## config.mk

```make
export PLATFORM = sky130hd
export DESIGN_NAME = spi_ss_master
export DESIGN_NICKNAME = d
export VERILOG_FILES = /design/src/rtl/spi_ss_master.sv
export SDC_FILE = /design/constraint.sdc
export NUM_CORES = 1
export LEC_CHECK = 0
export BUFFER_PORTS_ARGS = -buffer_cell sky130_fd_sc_hd__buf_2
export CORE_MARGIN = 2
export CORE_UTILIZATION = 56
export DETAILED_ROUTE_END_ITERATION = 8
export PLACE_DENSITY = 0.82
export SLEW_MARGIN = 20
export SYNTH_ARGS = -nofsm -noshare
export SYNTH_HDL_FRONTEND = slang
export SYNTH_SLANG_ARGS = --single-unit
```

## constraint.sdc

```tcl
create_clock -name i_Clk -period 2.3 [get_ports i_Clk]
set_input_delay 0 -clock i_Clk [delete_from_list [all_inputs] [get_ports i_Clk]]
set_output_delay 0 -clock i_Clk [all_outputs]
set_load 0.01 [all_outputs]
```

## src/rtl/spi_ss_master.sv

```systemverilog
// ---------------------------------------------------------------------------
// spi_ss_master : SPI mode-0 master with framed slave-select and Tx enable
// Rev 1.0
// ---------------------------------------------------------------------------
`default_nettype none

module spi_ss_master #(
    parameter int CLKS_PER_HALF_BIT = 2,
    parameter int SS_LEAD_CLKS      = 2,
    parameter int SS_TRAIL_CLKS     = 2,
    parameter int SS_IDLE_CLKS      = 4
) (
    input  logic       i_Clk,
    input  logic       i_Rst_L,
    input  logic [7:0] i_TX_Byte,
    input  logic       i_TX_Last,
    input  logic       i_TX_DV,
    output logic       o_TX_Ready,
    output logic [7:0] o_RX_Byte,
    output logic       o_RX_DV,
    output logic       o_SPI_Clk,
    output logic       o_SPI_MOSI,
    input  logic       i_SPI_MISO,
    output logic       o_SPI_SS,
    output logic       o_Tx_On
);

    localparam int c_HALF_W  = $clog2(CLKS_PER_HALF_BIT + 1);
    localparam int c_DLY_MAX = (SS_LEAD_CLKS > SS_TRAIL_CLKS) ?
                               ((SS_LEAD_CLKS > SS_IDLE_CLKS) ? SS_LEAD_CLKS : SS_IDLE_CLKS) :
                               ((SS_TRAIL_CLKS > SS_IDLE_CLKS) ? SS_TRAIL_CLKS : SS_IDLE_CLKS);
    localparam int c_DLY_W   = $clog2(c_DLY_MAX + 1);

    localparam logic [c_HALF_W-1:0] c_HALF_LAST  = c_HALF_W'(CLKS_PER_HALF_BIT - 1);
    localparam logic [c_DLY_W-1:0]  c_LEAD_LAST  = c_DLY_W'(SS_LEAD_CLKS - 1);
    localparam logic [c_DLY_W-1:0]  c_TRAIL_LAST = c_DLY_W'(SS_TRAIL_CLKS - 1);
    localparam logic [c_DLY_W-1:0]  c_IDLE_LAST  = c_DLY_W'(SS_IDLE_CLKS - 1);

    typedef enum logic [2:0] {
        S_IDLE     = 3'd0,
        S_LEAD     = 3'd1,
        S_SHIFT    = 3'd2,
        S_HOLD_LOW = 3'd3,
        S_TRAIL    = 3'd4,
        S_SS_IDLE  = 3'd5
    } state_t;

    state_t              r_state;
    logic [7:0]          r_tx_byte;
    logic                r_tx_last;
    logic [7:0]          r_rx_shift;
    logic [2:0]          r_bit_cnt;
    logic [c_HALF_W-1:0] r_half_cnt;
    logic [c_DLY_W-1:0]  r_dly_cnt;

    logic                r_TX_Ready;
    logic [7:0]          r_RX_Byte;
    logic                r_RX_DV;
    logic                r_SPI_Clk;
    logic                r_SPI_MOSI;
    logic                r_SPI_SS;
    logic                r_Tx_On;

    logic                w_accept;

    // Ready is only ever high in IDLE and HOLD_LOW, so it alone gates acceptance.
    assign w_accept = i_TX_DV & r_TX_Ready;

    always_ff @(posedge i_Clk or negedge i_Rst_L) begin
        if (!i_Rst_L) begin
            r_state    <= S_IDLE;
            r_tx_byte  <= 8'd0;
            r_tx_last  <= 1'b0;
            r_rx_shift <= 8'd0;
            r_bit_cnt  <= 3'd0;
            r_half_cnt <= '0;
            r_dly_cnt  <= '0;
            r_TX_Ready <= 1'b1;
            r_RX_Byte  <= 8'd0;
            r_RX_DV    <= 1'b0;
            r_SPI_Clk  <= 1'b0;
            r_SPI_MOSI <= 1'b0;
            r_SPI_SS   <= 1'b1;
            r_Tx_On    <= 1'b0;
        end else begin
            r_RX_DV <= 1'b0;
            case (r_state)
                S_IDLE: begin
                    if (w_accept) begin
                        r_tx_byte  <= i_TX_Byte;
                        r_tx_last  <= i_TX_Last;
                        r_TX_Ready <= 1'b0;
                        r_SPI_SS   <= 1'b0;
                        r_Tx_On    <= 1'b1;
                        r_SPI_MOSI <= i_TX_Byte[7];
                        r_dly_cnt  <= '0;
                        r_state    <= S_LEAD;
                    end
                end
                S_LEAD: begin
                    if (r_dly_cnt == c_LEAD_LAST) begin
                        r_dly_cnt  <= '0;
                        r_half_cnt <= '0;
                        r_bit_cnt  <= 3'd7;
                        r_state    <= S_SHIFT;
                    end else begin
                        r_dly_cnt <= r_dly_cnt + 1'b1;
                    end
                end
                S_SHIFT: begin
                    if (r_half_cnt == c_HALF_LAST) begin
                        r_half_cnt <= '0;
                        if (!r_SPI_Clk) begin
                            // Rising edge: capture MISO, MSB arrives first.
                            r_SPI_Clk  <= 1'b1;
                            r_rx_shift <= {r_rx_shift[6:0], i_SPI_MISO};
                        end else begin
                            r_SPI_Clk <= 1'b0;
                            if (r_bit_cnt == 3'd0) begin
                                r_RX_Byte <= r_rx_shift;
                                r_RX_DV   <= 1'b1;
                                if (r_tx_last) begin
                                    r_dly_cnt <= '0;
                                    r_state   <= S_TRAIL;
                                end else begin
                                    r_TX_Ready <= 1'b1;
                                    r_state    <= S_HOLD_LOW;
                                end
                            end else begin
                                r_bit_cnt  <= r_bit_cnt - 3'd1;
                                r_SPI_MOSI <= r_tx_byte[r_bit_cnt - 3'd1];
                            end
                        end
                    end else begin
                        r_half_cnt <= r_half_cnt + 1'b1;
                    end
                end
                S_HOLD_LOW: begin
                    // Frame stays open; the next byte skips the lead-in delay.
                    if (w_accept) begin
                        r_tx_byte  <= i_TX_Byte;
                        r_tx_last  <= i_TX_Last;
                        r_TX_Ready <= 1'b0;
                        r_SPI_MOSI <= i_TX_Byte[7];
                        r_half_cnt <= '0;
                        r_bit_cnt  <= 3'd7;
                        r_state    <= S_SHIFT;
                    end
                end
                S_TRAIL: begin
                    if (r_dly_cnt == c_TRAIL_LAST) begin
                        r_SPI_SS  <= 1'b1;
                        r_Tx_On   <= 1'b0;
                        r_dly_cnt <= '0;
                        r_state   <= S_SS_IDLE;
                    end else begin
                        r_dly_cnt <= r_dly_cnt + 1'b1;
                    end
                end
                S_SS_IDLE: begin
                    if (r_dly_cnt == c_IDLE_LAST) begin
                        r_dly_cnt  <= '0;
                        r_TX_Ready <= 1'b1;
                        r_state    <= S_IDLE;
                    end else begin
                        r_dly_cnt <= r_dly_cnt + 1'b1;
                    end
                end
                default: begin
                    r_state <= S_IDLE;
                end
            endcase
        end
    end

    assign o_TX_Ready = r_TX_Ready;
    assign o_RX_Byte  = r_RX_Byte;
    assign o_RX_DV    = r_RX_DV;
    assign o_SPI_Clk  = r_SPI_Clk;
    assign o_SPI_MOSI = r_SPI_MOSI;
    assign o_SPI_SS   = r_SPI_SS;
    assign o_Tx_On    = r_Tx_On;

endmodule

`default_nettype wire

```

==> flow_summary.toml, run 1 <==
[placement]
port_buffers = 26
placed_cells = 241
gpl.final_weighted_congestion = 0.8094
hpwl_um = 2815

[synthesis]
syn_area_per_cell_sq_um = 11.97
ys_ff_latch = 42
synthTopCellsByCount = "dfrtp_1 (40), mux2_2 (25), nand2_1 (10), a21oi_1 (9), inv_1 (9)"
cell_with_the_most_instances_after_synthesis = "dfrtp_1"
synth_nets = 189
synth_enable_flop_cells = 0
post_syn_instances = 170
share_of_the_yosys_chip_area_belonging_to_registers = 0.5178
synthDistinctLibCells = 43
library_cell_occupying_the_most_area_in_the_post_synthesis_netlist = "dfrtp_1"
synth_warnings = 0
dominantRegCellSynth = "dfrtp_1"
synthesis.area_sq_um = 2034
post_synth_main_area_contributors = "dfrtp_1 (49%), mux2_2 (14%), ha_1 (3.7%)"
synth_top_area_frac = 0.4920
async_reset_ff_frac = 1.000

[drt]
detail_route.wirelength_um = 4028
vias = 1483
number_of_drc_markers_after_the_initial_detailed_route_iteration = 87
drc_violation_count_after_routing = 0
route.detailed.wl_per_inst_um = 15.49
remaining_antenna_violation_count_after_routing = 0
detailedRoute.firstPassIterationCount = 4
via_per_inst = 5.704

[final_layout]
layout.nets = 232
regArea_sq_um = 1054
count_of_inserted_antenna_diode_cells = 0
area_delta_synth_final_pct = 17.77
fill_cells = 268
drive_above_1_share = 0.3458
multi_input_comb_area_sq_um = 914.6
final-instance-count-excl-fill = 260

[floorplanning]
coreArea_sq_um = 3416
row_count = 21
floorplan.io_pins = 27
die_h_um = 64.28
floorplan.die.width_um = 64.28
dieArea_sq_um = 4131
start_util = 0.5956

[global_routing]
grt_first_pass_wirelength_um = 6865
maximum_number_of_pins_on_one_net_before_global_route_repair = 43
via_count_of_the_first_global_routing_pass = 1523
gr-total-overflow = 0
antenna_found_initial = 0
grtUsageTotal = 0.2184

[timing]
slew_headroom = 0.3953
whs_ns = 0.02289
max_clock_freq_ghz = 0.5355
final-hold-violation-count = 0
finalSetupViolations = 0
grt_setup_unrepaired = "no"
tightest_slew_ns = 0.9071
total_negative_slack_ns = 0
final-max-slew-violation-count = 0
final.setup_skew_ns = 0.01315
fin_crit_ns = 1.867
post-route-period-util = 0.8119

[cts]
cts_buffers = 5
post-cts-setup-buffer-count = 0
cts.reportedPaths.clkPinSlew_ns = 0.13
h-tree-depth = 2
longest_clk_path_bufs = 2
cts.root.buffer_cell = "clkbuf_4"
tritoncts = "yes"
clk-insertion-delay-late_ns = 0.36
cts.sinks = 42

[worst_setup_path]
worst-path-max-fanout = 9
critPathBufInv = 1
crit_arrival_ns = 2.12
crit_path_start_kind = "flip-flop"
timing.critical_path.slowest_cell_delay_ns = 0.47
endpoint_of_the_worst_slack_reg_to_reg_timing_path = "o_RX_Byte[0]$_DFFE_PN0P_"
levels_on_crit_path = 5
critical_path.endpoint_type = "flip-flop"
critical_path.cell_chain = "inv_1 -> ha_1 -> nand2b_1 -> nor3_4 -> mux2_2"
setup.reg_to_reg.worst_slack_ns = 0.43
path_class = "reg -> reg"
worstRegToRegCells = 5
crit_family = "simple AND/OR/NAND/NOR gates"
worstReg2RegStart = "r_bit_cnt[0]$_DFFE_PN0P_"
critPathLaunch = "r_bit_cnt[0]$_DFFE_PN0P_"
crit_end = "o_RX_Byte[0]$_DFFE_PN0P_"
worst-endpoint-required_ns = 2.55
cpMaxStageDelayCell = "dfrtp_1"

[power_and_ir_drop]
peakVddDrop_v = 0.0005581
cellLeakagePower_nw = 1.069
report.power.total_w = 0.002559
power.density_cell_area_nw_per_um2 = 1068

[run]
maxCapViolations = 0

[worst_hold_path]
worst_hold_path_type = "in -> reg"

[status]
run_status = "complete, no violations"
==> sequential cells by signal, summed over array words and instances (netlist names) <==
signal,flops
o_RX_Byte,8
o_SPI_SS,1
r_tx_last,1
r_tx_byte,8
r_rx_shift,8
o_SPI_Clk,1
o_Tx_On,1
r_half_cnt,2
r_bit_cnt,3
o_TX_Ready,1
o_SPI_MOSI,1
r_dly_cnt,3
r_state,3
o_RX_DV,1
==> cell usage in the layout, fill, tap and decap left out, types with 2 or more instances in the layout <==
cell / count
mux2i_1: 2
clkbuf_4: 5
mux2_2: 25
nor3_1: 6
dfrtp_1: 40
nor2b_1: 4
nor2_1: 5
or2_2: 2
o21ai_0: 8
a21oi_1: 9
inv_1: 9
ha_1: 6
buf_2: 26
mux4_2: 2
nand2_1: 10
o32a_1: 2
xnor2_1: 2
buf_4: 5
dlygate4sd3_1: 11
nand2b_1: 3
a211oi_1: 3
dfstp_2: 2
a31oi_1: 2
o2bb2ai_1: 2
nor3_4: 2
==> kinds of logic after synthesis <==
family | after synthesis | share of synthesized area
mux | 29 | 0.1704
simple gates | 40 | 0.1150
compound gates | 36 | 0.1187
fa+ha+maj | 6 | 0.03690
xor+xnor | 2 | 0.008612
flops | 42 | 0.5178
buf+inv | 15 | 0.03259
==> how the worst min path moves through the flow <==
stage | from | endpoint | slack [ns] | cells past startpoint
finish | i_TX_DV | o_TX_Ready$_DFFE_PN1P_ | 0.02 | 4
CTS | i_TX_DV | o_TX_Ready$_DFFE_PN1P_ | 0.03 | 4
global placement | i_Rst_L | o_SPI_MOSI$_DFFE_PN0P_ | 0.15 | 1
floorplan | i_Rst_L | o_RX_Byte[0]$_DFFE_PN0P_ | -0.30 | 0
detailed placement | i_Rst_L | o_SPI_MOSI$_DFFE_PN0P_ | 0.18 | 1
global route | i_TX_DV | o_TX_Ready$_DFFE_PN1P_ | 0.03 | 4
==> area by class of cell <==
class | instances | area share
sequential | 42 | 0.4397
multi-input combinational | 113 | 0.3817
inverter | 9 | 0.01410
tap | 46 | 0.02402
clock buffer | 5 | 0.01567
timing repair buffer | 42 | 0.1159
clock inverter | 3 | 0.008877
==> timing repair <==
action                    in CTS  in global routing
hold endpoints to repair      51                  0
hold buffers                  11                  0
gates resized for setup        0                  0
==> stage by stage <==
stage / cell area (sq um) / setup WS (ns) / util
after floorplan: 2034 / 0.5692 / -
after global placement: 2227 / 0.5239 / 0.6520
after detailed placement: 2227 / 0.4590 / 0.6520
after CTS: 2396 / 0.4218 / 0.7015
after global routing: 2396 / 0.2928 / 0.7015
final: 2396 / 0.4326 / 0.7015
==> per-layer routing <==
layer,share of wire,up-vias,GRT usage
li1,-,706,-
met1,0.43,741,0.2666
met2,0.53,34,0.3789
met3,0.040,2,0.05282
met4,0.0040,0,0.07447
met5,0,-,0
==> power breakdown <==
part	total, W	internal (W)	switching, W
combinational	0.00114	0.000523	0.000615
clock	0.000365	0.000119	0.000246
sequential	0.00106	0.000920	0.000136
==> worst reg2reg max path, cell delays in order, from the launching register on <==
cell and delay [ns]:
dfrtp_1 0.47, inv_1 0.12, ha_1 0.17, nand2b_1 0.17, nor3_4 0.43, mux2_2 0.39
Power figures use the tool's default switching activity.
==> run 2: changes to the inputs <==
==> constraint.sdc (replaced) <==
create_clock -name i_Clk -period 1.9 [get_ports i_Clk]
set_input_delay 0 -clock i_Clk [delete_from_list [all_inputs] [get_ports i_Clk]]
set_output_delay 0 -clock i_Clk [all_outputs]
set_load 0.01 [all_outputs]
==> flow_summary.toml, run 2 (synthesized netlist as in run 1, its figures left out) <==
[status]
run_status = "complete, no violations"

[timing]
final-hold-violation-count = 0
slew_headroom = 0.3887
final_critical_path_setup_slack_ns = 0.06047
tightest_slew_ns = 0.9169
max_clock_freq_ghz = 0.5436
finalSetupViolations = 0
fin_crit_ns = 1.840
post-route-period-util = 0.9682
final.setup_skew_ns = 0.006935
total_negative_slack_ns = 0
final-max-slew-violation-count = 0

[cts]
cts.root.buffer_cell = "clkbuf_4"
cts.reportedPaths.clkPinSlew_ns = 0.12
cts_buffers = 5
cts.sinks = 42
longest_clk_path_bufs = 2
tritoncts = "yes"
h-tree-depth = 2
clk-insertion-delay-late_ns = 0.34

[worst_hold_path]
min_from = "i_TX_DV"
min_path_cells = 4
worst_hold_path_type = "in -> reg"
hold-path-endpoint = "o_TX_Ready$_DFFE_PN1P_"

[drt]
remaining_antenna_violation_count_after_routing = 0
route.detailed.wl_per_inst_um = 15.68
via_per_inst = 5.757
detailedRoute.firstPassIterationCount = 4
vias = 1514
number_of_drc_markers_after_the_initial_detailed_route_iteration = 78
detail_route.wirelength_um = 4125
drc_violation_count_after_routing = 0

[worst_setup_path]
setup.reg_to_reg.worst_slack_ns = 0.06
crit_arrival_ns = 2.12
crit_family = "adder cells"
timing.critical_path.slowest_cell_delay_ns = 0.43
critPathLaunch = "r_dly_cnt[0]$_DFFE_PN0P_"
critPathMostFrequentCell = "ha_1"
critical_path.cell_chain = "ha_1 -> ha_1 -> or2_2 -> o32ai_1 -> buf_4 -> o32a_1"
worst-endpoint-required_ns = 2.18
cpMaxStageDelayCell = "dfrtp_1"
critPathBufInv = 1
crit_path_start_kind = "flip-flop"
worstReg2RegStart = "r_dly_cnt[0]$_DFFE_PN0P_"
levels_on_crit_path = 6
worstRegToRegCells = 6
critical_path.endpoint_type = "flip-flop"
endpoint_of_the_worst_slack_reg_to_reg_timing_path = "r_state[2]$_DFFE_PN0P_"
path_class = "reg -> reg"
worst-path-max-fanout = 3

[placement]
hpwl_um = 2934
dpl-instance-area_sq_um = 2250
preCtsSetupSlack_ns = 0.06838
gpl.final_weighted_congestion = 0.8233
port_buffers = 26

[final_layout]
final_design_area_no_fill_sq_um = 2444
final_core_util = 0.7154
most_frequent_standard_cell_in_the_layout_excluding_fill_and_tap_cells = "dfrtp_1"
count_of_inserted_antenna_diode_cells = 0
layout.cells.most_common_list = "dfrtp_1 (40), buf_2 (26), mux2_2 (25)"
drive_above_1_share = 0.3594
layout.nets = 236
area_delta_synth_final_pct = 20.11

[run]
maxCapViolations = 0

[power_and_ir_drop]
power.density_cell_area_nw_per_um2 = 1305
cellLeakagePower_nw = 1.087
peakVddDrop_v = 0.0008594

[global_routing]
maximum_number_of_pins_on_one_net_before_global_route_repair = 43
via_count_of_the_first_global_routing_pass = 1488
grt_first_pass_wirelength_um = 6886
grtUsageTotal = 0.2198
gr-total-overflow = 0
antenna_found_initial = 0

[floorplanning]
row_count = 21
start_util = 0.5956
coreArea_sq_um = 3416
dieArea_sq_um = 4131
floorplan.die.width_um = 64.28
floorplan.io_pins = 27
die_h_um = 64.28
[run 2: power breakdown]
group          switching [W]  leakage [nW]  total [W]  internal, W
clock               0.000285        0.0233   0.000422     0.000137
sequential          0.000162         0.511    0.00128      0.00111
combinational       0.000792         0.552    0.00149     0.000698
total                0.00124          1.09    0.00319      0.00195
[run 2: worst register-to-register path, cell delays in order, from the launching register on]
cell and delay (ns):
dfrtp_1 0.43, ha_1 0.23, ha_1 0.20, or2_2 0.29
o32ai_1 0.24, buf_4 0.21, o32a_1 0.18
[run 2: final cells by class]
type / count / area [sq um]
inverter: 9 / 33.78
sequential: 42 / 1054
multi-input combinational: 113 / 925.9
fill: 248 / 972.2
tap: 46 / 57.56
timing repair buffer: 46 / 320.3
clock buffer: 5 / 37.54
clock inverter: 2 / 15.01
[run 2: worst max-delay path by stage]
stage | slack (ns) | endpoint
after floorplan | 0.17 | r_tx_byte[2]$_DFFE_PN0P_
after global placement | 0.12 | o_RX_Byte[5]$_DFFE_PN0P_
after detailed placement | 0.07 | o_RX_Byte[0]$_DFFE_PN0P_
after CTS | 0.06 | o_RX_Byte[0]$_DFFE_PN0P_
after global routing | -0.02 | r_state[0]$_DFFE_PN0P_
final | 0.06 | r_state[2]$_DFFE_PN0P_
[run 2: metrics by stage]
| stage | hold slack, ns | cells | total power [W] |
|---|---|---|---|
| detailed placement | 0.1872 | 244 | 0.002722 |
| CTS | 0.05296 | 262 | 0.003155 |
| global route | 0.04214 | 263 | 0.003422 |
| floorplan | -0.2956 | 170 | 0.002286 |
| global placement | 0.1502 | 244 | 0.002608 |
| finish | 0.04786 | 263 | 0.003189 |
[run 2: timing repair]
action | in CTS | in global routing
endpoints found under the hold margin | 51 | 0
setup buffers | 0 | 1
setup endpoints to repair | 0 | 9
resized for setup | 0 | 2
hold buffers | 11 | 0
[run 2: layer usage]
metal	track usage	vias up	wire, um
met5	0	-	0
met4	0.09840	0	110
met3	0.04577	14	223
met2	0.3776	49	2128
met1	0.2659	742	1663
li1	-	709	-
==> run 3: changes to the inputs <==
--- a/config.mk
+++ b/config.mk
@@ -5,11 +5,12 @@
 export SDC_FILE = /design/constraint.sdc
 export NUM_CORES = 1
 export LEC_CHECK = 0
+export ABC_AREA = 1
 export BUFFER_PORTS_ARGS = -buffer_cell sky130_fd_sc_hd__buf_2
 export CORE_MARGIN = 2
-export CORE_UTILIZATION = 56
+export CORE_UTILIZATION = 57
 export DETAILED_ROUTE_END_ITERATION = 8
-export PLACE_DENSITY = 0.82
+export PLACE_DENSITY = 0.83
 export SLEW_MARGIN = 20
 export SYNTH_ARGS = -nofsm -noshare
 export SYNTH_HDL_FRONTEND = slang
==> flow_summary.toml, run 3 <==
[worst_setup_path]
crit_path_start_kind = "flip-flop"
worstReg2RegStart = "r_bit_cnt[0]$_DFFE_PN0P_"
critPathBufInv = 2
crit_arrival_ns = 1.93
cpMaxStageDelayCell = "dfrtp_1"
path_class = "reg -> reg"
worst-path-max-fanout = 7
critPathMostFrequentCell = "nand2_1"
critical_path.cell_chain = "inv_2 -> ha_1 -> inv_1 -> nor2_1 -> nand3_1 -> nand2_1 -> nand4_1 -> nand2_1 -> o21ai_0"
endpoint_of_the_worst_slack_reg_to_reg_timing_path = "r_state[2]$_DFFE_PN0P_"
setup.reg_to_reg.worst_slack_ns = 0.22
critical_path.endpoint_type = "flip-flop"
crit_family = "simple AND/OR/NAND/NOR gates"
timing.critical_path.slowest_cell_delay_ns = 0.47
worst-endpoint-required_ns = 2.15
worstRegToRegCells = 9

[floorplanning]
floorplan.die.width_um = 64.55
floorplan.io_pins = 27
die_h_um = 64.55
dieArea_sq_um = 4166
start_util = 0.6117
row_count = 21
coreArea_sq_um = 3416

[worst_hold_path]
hold-path-endpoint = "o_SPI_SS$_DFFE_PN1P_"
min_from = "i_TX_DV"
worst_hold_path_type = "in -> reg"
min_path_cells = 4

[cts]
cts_buffers = 5
tritoncts = "yes"
clk-insertion-delay-late_ns = 0.36
h-tree-depth = 2
post-cts-setup-buffer-count = 0
cts.reportedPaths.clkPinSlew_ns = 0.12
cts.sinks = 42
cts.root.buffer_cell = "clkbuf_4"
longest_clk_path_bufs = 2

[power_and_ir_drop]
power.density_cell_area_nw_per_um2 = 573.2
peakVddDrop_v = 0.0004384
cellLeakagePower_nw = 1.304

[timing]
tightest_slew_ns = 0.5391
max_clock_freq_ghz = 0.5954
slew_headroom = 0.6406
grt_setup_unrepaired = "no"
post-route-period-util = 0.8840
finalSetupViolations = 0
final.setup_skew_ns = 0.007754
final-hold-violation-count = 0
fin_crit_ns = 1.680
final-max-slew-violation-count = 0
total_negative_slack_ns = 0

[synthesis]
dominantRegCellSynth = "dfrtp_1"
share_of_the_yosys_chip_area_belonging_to_registers = 0.5042
ys_ff_latch = 42
synthTopCellsByCount = "nand2_1 (63), dfrtp_1 (40), inv_1 (35), nor2_1 (27), o21ai_0 (18)"
synth_top_area_frac = 0.4790
synth_enable_flop_cells = 0
synthesis.area_sq_um = 2090
post_syn_instances = 249
synth_warnings = 0
synth_nets = 268
post_synth_main_area_contributors = "dfrtp_1 (48%), nand2_1 (11%), inv_1 (6.3%)"
synthDistinctLibCells = 26
syn_area_per_cell_sq_um = 8.392
cell_with_the_most_instances_after_synthesis = "nand2_1"
library_cell_occupying_the_most_area_in_the_post_synthesis_netlist = "dfrtp_1"
async_reset_ff_frac = 1.000

[final_layout]
final_design_area_no_fill_sq_um = 2421
most_frequent_standard_cell_in_the_layout_excluding_fill_and_tap_cells = "nand2_1"
area_delta_synth_final_pct = 15.87
count_of_inserted_antenna_diode_cells = 0
drive_above_1_share = 0.1849
layout.nets = 310
layout.cells.most_common_list = "nand2_1 (63), dfrtp_1 (40), inv_1 (34)"

[drt]
vias = 1666
number_of_drc_markers_after_the_initial_detailed_route_iteration = 125
route.detailed.wl_per_inst_um = 11.25
remaining_antenna_violation_count_after_routing = 0
via_per_inst = 4.929
detail_route.wirelength_um = 3801
detailedRoute.firstPassIterationCount = 5
drc_violation_count_after_routing = 0

[placement]
gpl.final_weighted_congestion = 0.8311
hpwl_um = 2793
port_buffers = 26
dpl-instance-area_sq_um = 2256

[global_routing]
grt_first_pass_wirelength_um = 6755
grtUsageTotal = 0.2129
via_count_of_the_first_global_routing_pass = 1552
maximum_number_of_pins_on_one_net_before_global_route_repair = 25
antenna_found_initial = 0
gr-total-overflow = 0

[run]
maxCapViolations = 0

[status]
run_status = "complete, no violations"
==> run 3: changes by cell type after synthesis, moves of 4 or more <==
cell and change:
o21ai_0 +10, nor2b_1 -4, o21ai_2 +7, mux2_2 -25, nand3_1 +14, inv_1 +26, nand2_1 +53, nor2_1 +22
nor3_1 -6
==> run 3: final cells by class <==
type | instances | area, sq um
sequential | 42 | 1054
fill | 283 | 994.7
multi-input combinational | 165 | 850.8
timing repair buffer | 40 | 262.8
inverter | 37 | 141.4
tap | 46 | 57.56
clock buffer | 6 | 41.29
clock inverter | 2 | 13.76
==> run 3: worst min-delay path, stage by stage <==
cell and delay [ns]:
buf_2 0.08, nand2_1 0.13, o21ai_0 0.17, o21ai_0 0.08
==> run 3: timing repair <==
item	in CTS	in global routing
endpoints found under the hold margin	32	0
resized for setup	0	1
hold buffers	11	0
endpoints found under the setup margin	0	4
==> run 3: metrics by stage <==
stage | hold slack (ns) | setup slack, ns | std cells | total power [W] | util
after global routing | 0.1596 | 0.04175 | 338 | 0.001445 | 0.7088
after detailed placement | 0.01497 | 0.2090 | 319 | 0.0009483 | 0.6604
after global placement | 0.01515 | 0.2935 | 319 | 0.0009478 | 0.6604
final | 0.1039 | 0.2204 | 338 | 0.001388 | 0.7088
after floorplan | -0.2956 | 0.3205 | 249 | 0.0009150 | -
after CTS | 0.09873 | 0.1762 | 338 | 0.001395 | 0.7088
==> run 3: how the worst max path moves through the flow <==
stage | depth (start not counted) | startpoint | slack, ns | end
final | 9 | r_bit_cnt[0]$_DFFE_PN0P_ | 0.22 | r_state[2]$_DFFE_PN0P_
after global routing | 9 | r_bit_cnt[0]$_DFFE_PN0P_ | 0.04 | r_state[0]$_DFFE_PN0P_
after CTS | 9 | r_bit_cnt[0]$_DFFE_PN0P_ | 0.18 | r_state[2]$_DFFE_PN0P_
after detailed placement | 9 | r_bit_cnt[0]$_DFFE_PN0P_ | 0.21 | r_state[1]$_DFFE_PN0P_
after global placement | 9 | r_bit_cnt[0]$_DFFE_PN0P_ | 0.29 | r_state[1]$_DFFE_PN0P_
after floorplan | 9 | r_bit_cnt[0]$_DFFE_PN0P_ | 0.32 | r_state[1]$_DFFE_PN0P_
==> run 3: metal layers <==
metal	track usage	wire length, um
met1	0.2584	1732
met2	0.3529	1820
met4	0.09840	80
met3	0.05903	167
met5	0	0
==> run 3: kinds of logic after synthesis <==
family / count (synthesis) / share of synthesized area
buffers and inverters: 42 / 0.08862
xor gates and xnor gates: 2 / 0.008385
adders and majority gates: 6 / 0.03593
and+or+nand+nor: 114 / 0.2413
DFF: 42 / 0.5042
AOI/OAI and AO/OA: 43 / 0.1216
==> run 3: power by group <==
group | internal, W | switching [W]
registers | 0.000895 | 0.000000282
clock network | 0.000145 | 0.000296
logic | 0.0000268 | 0.0000248
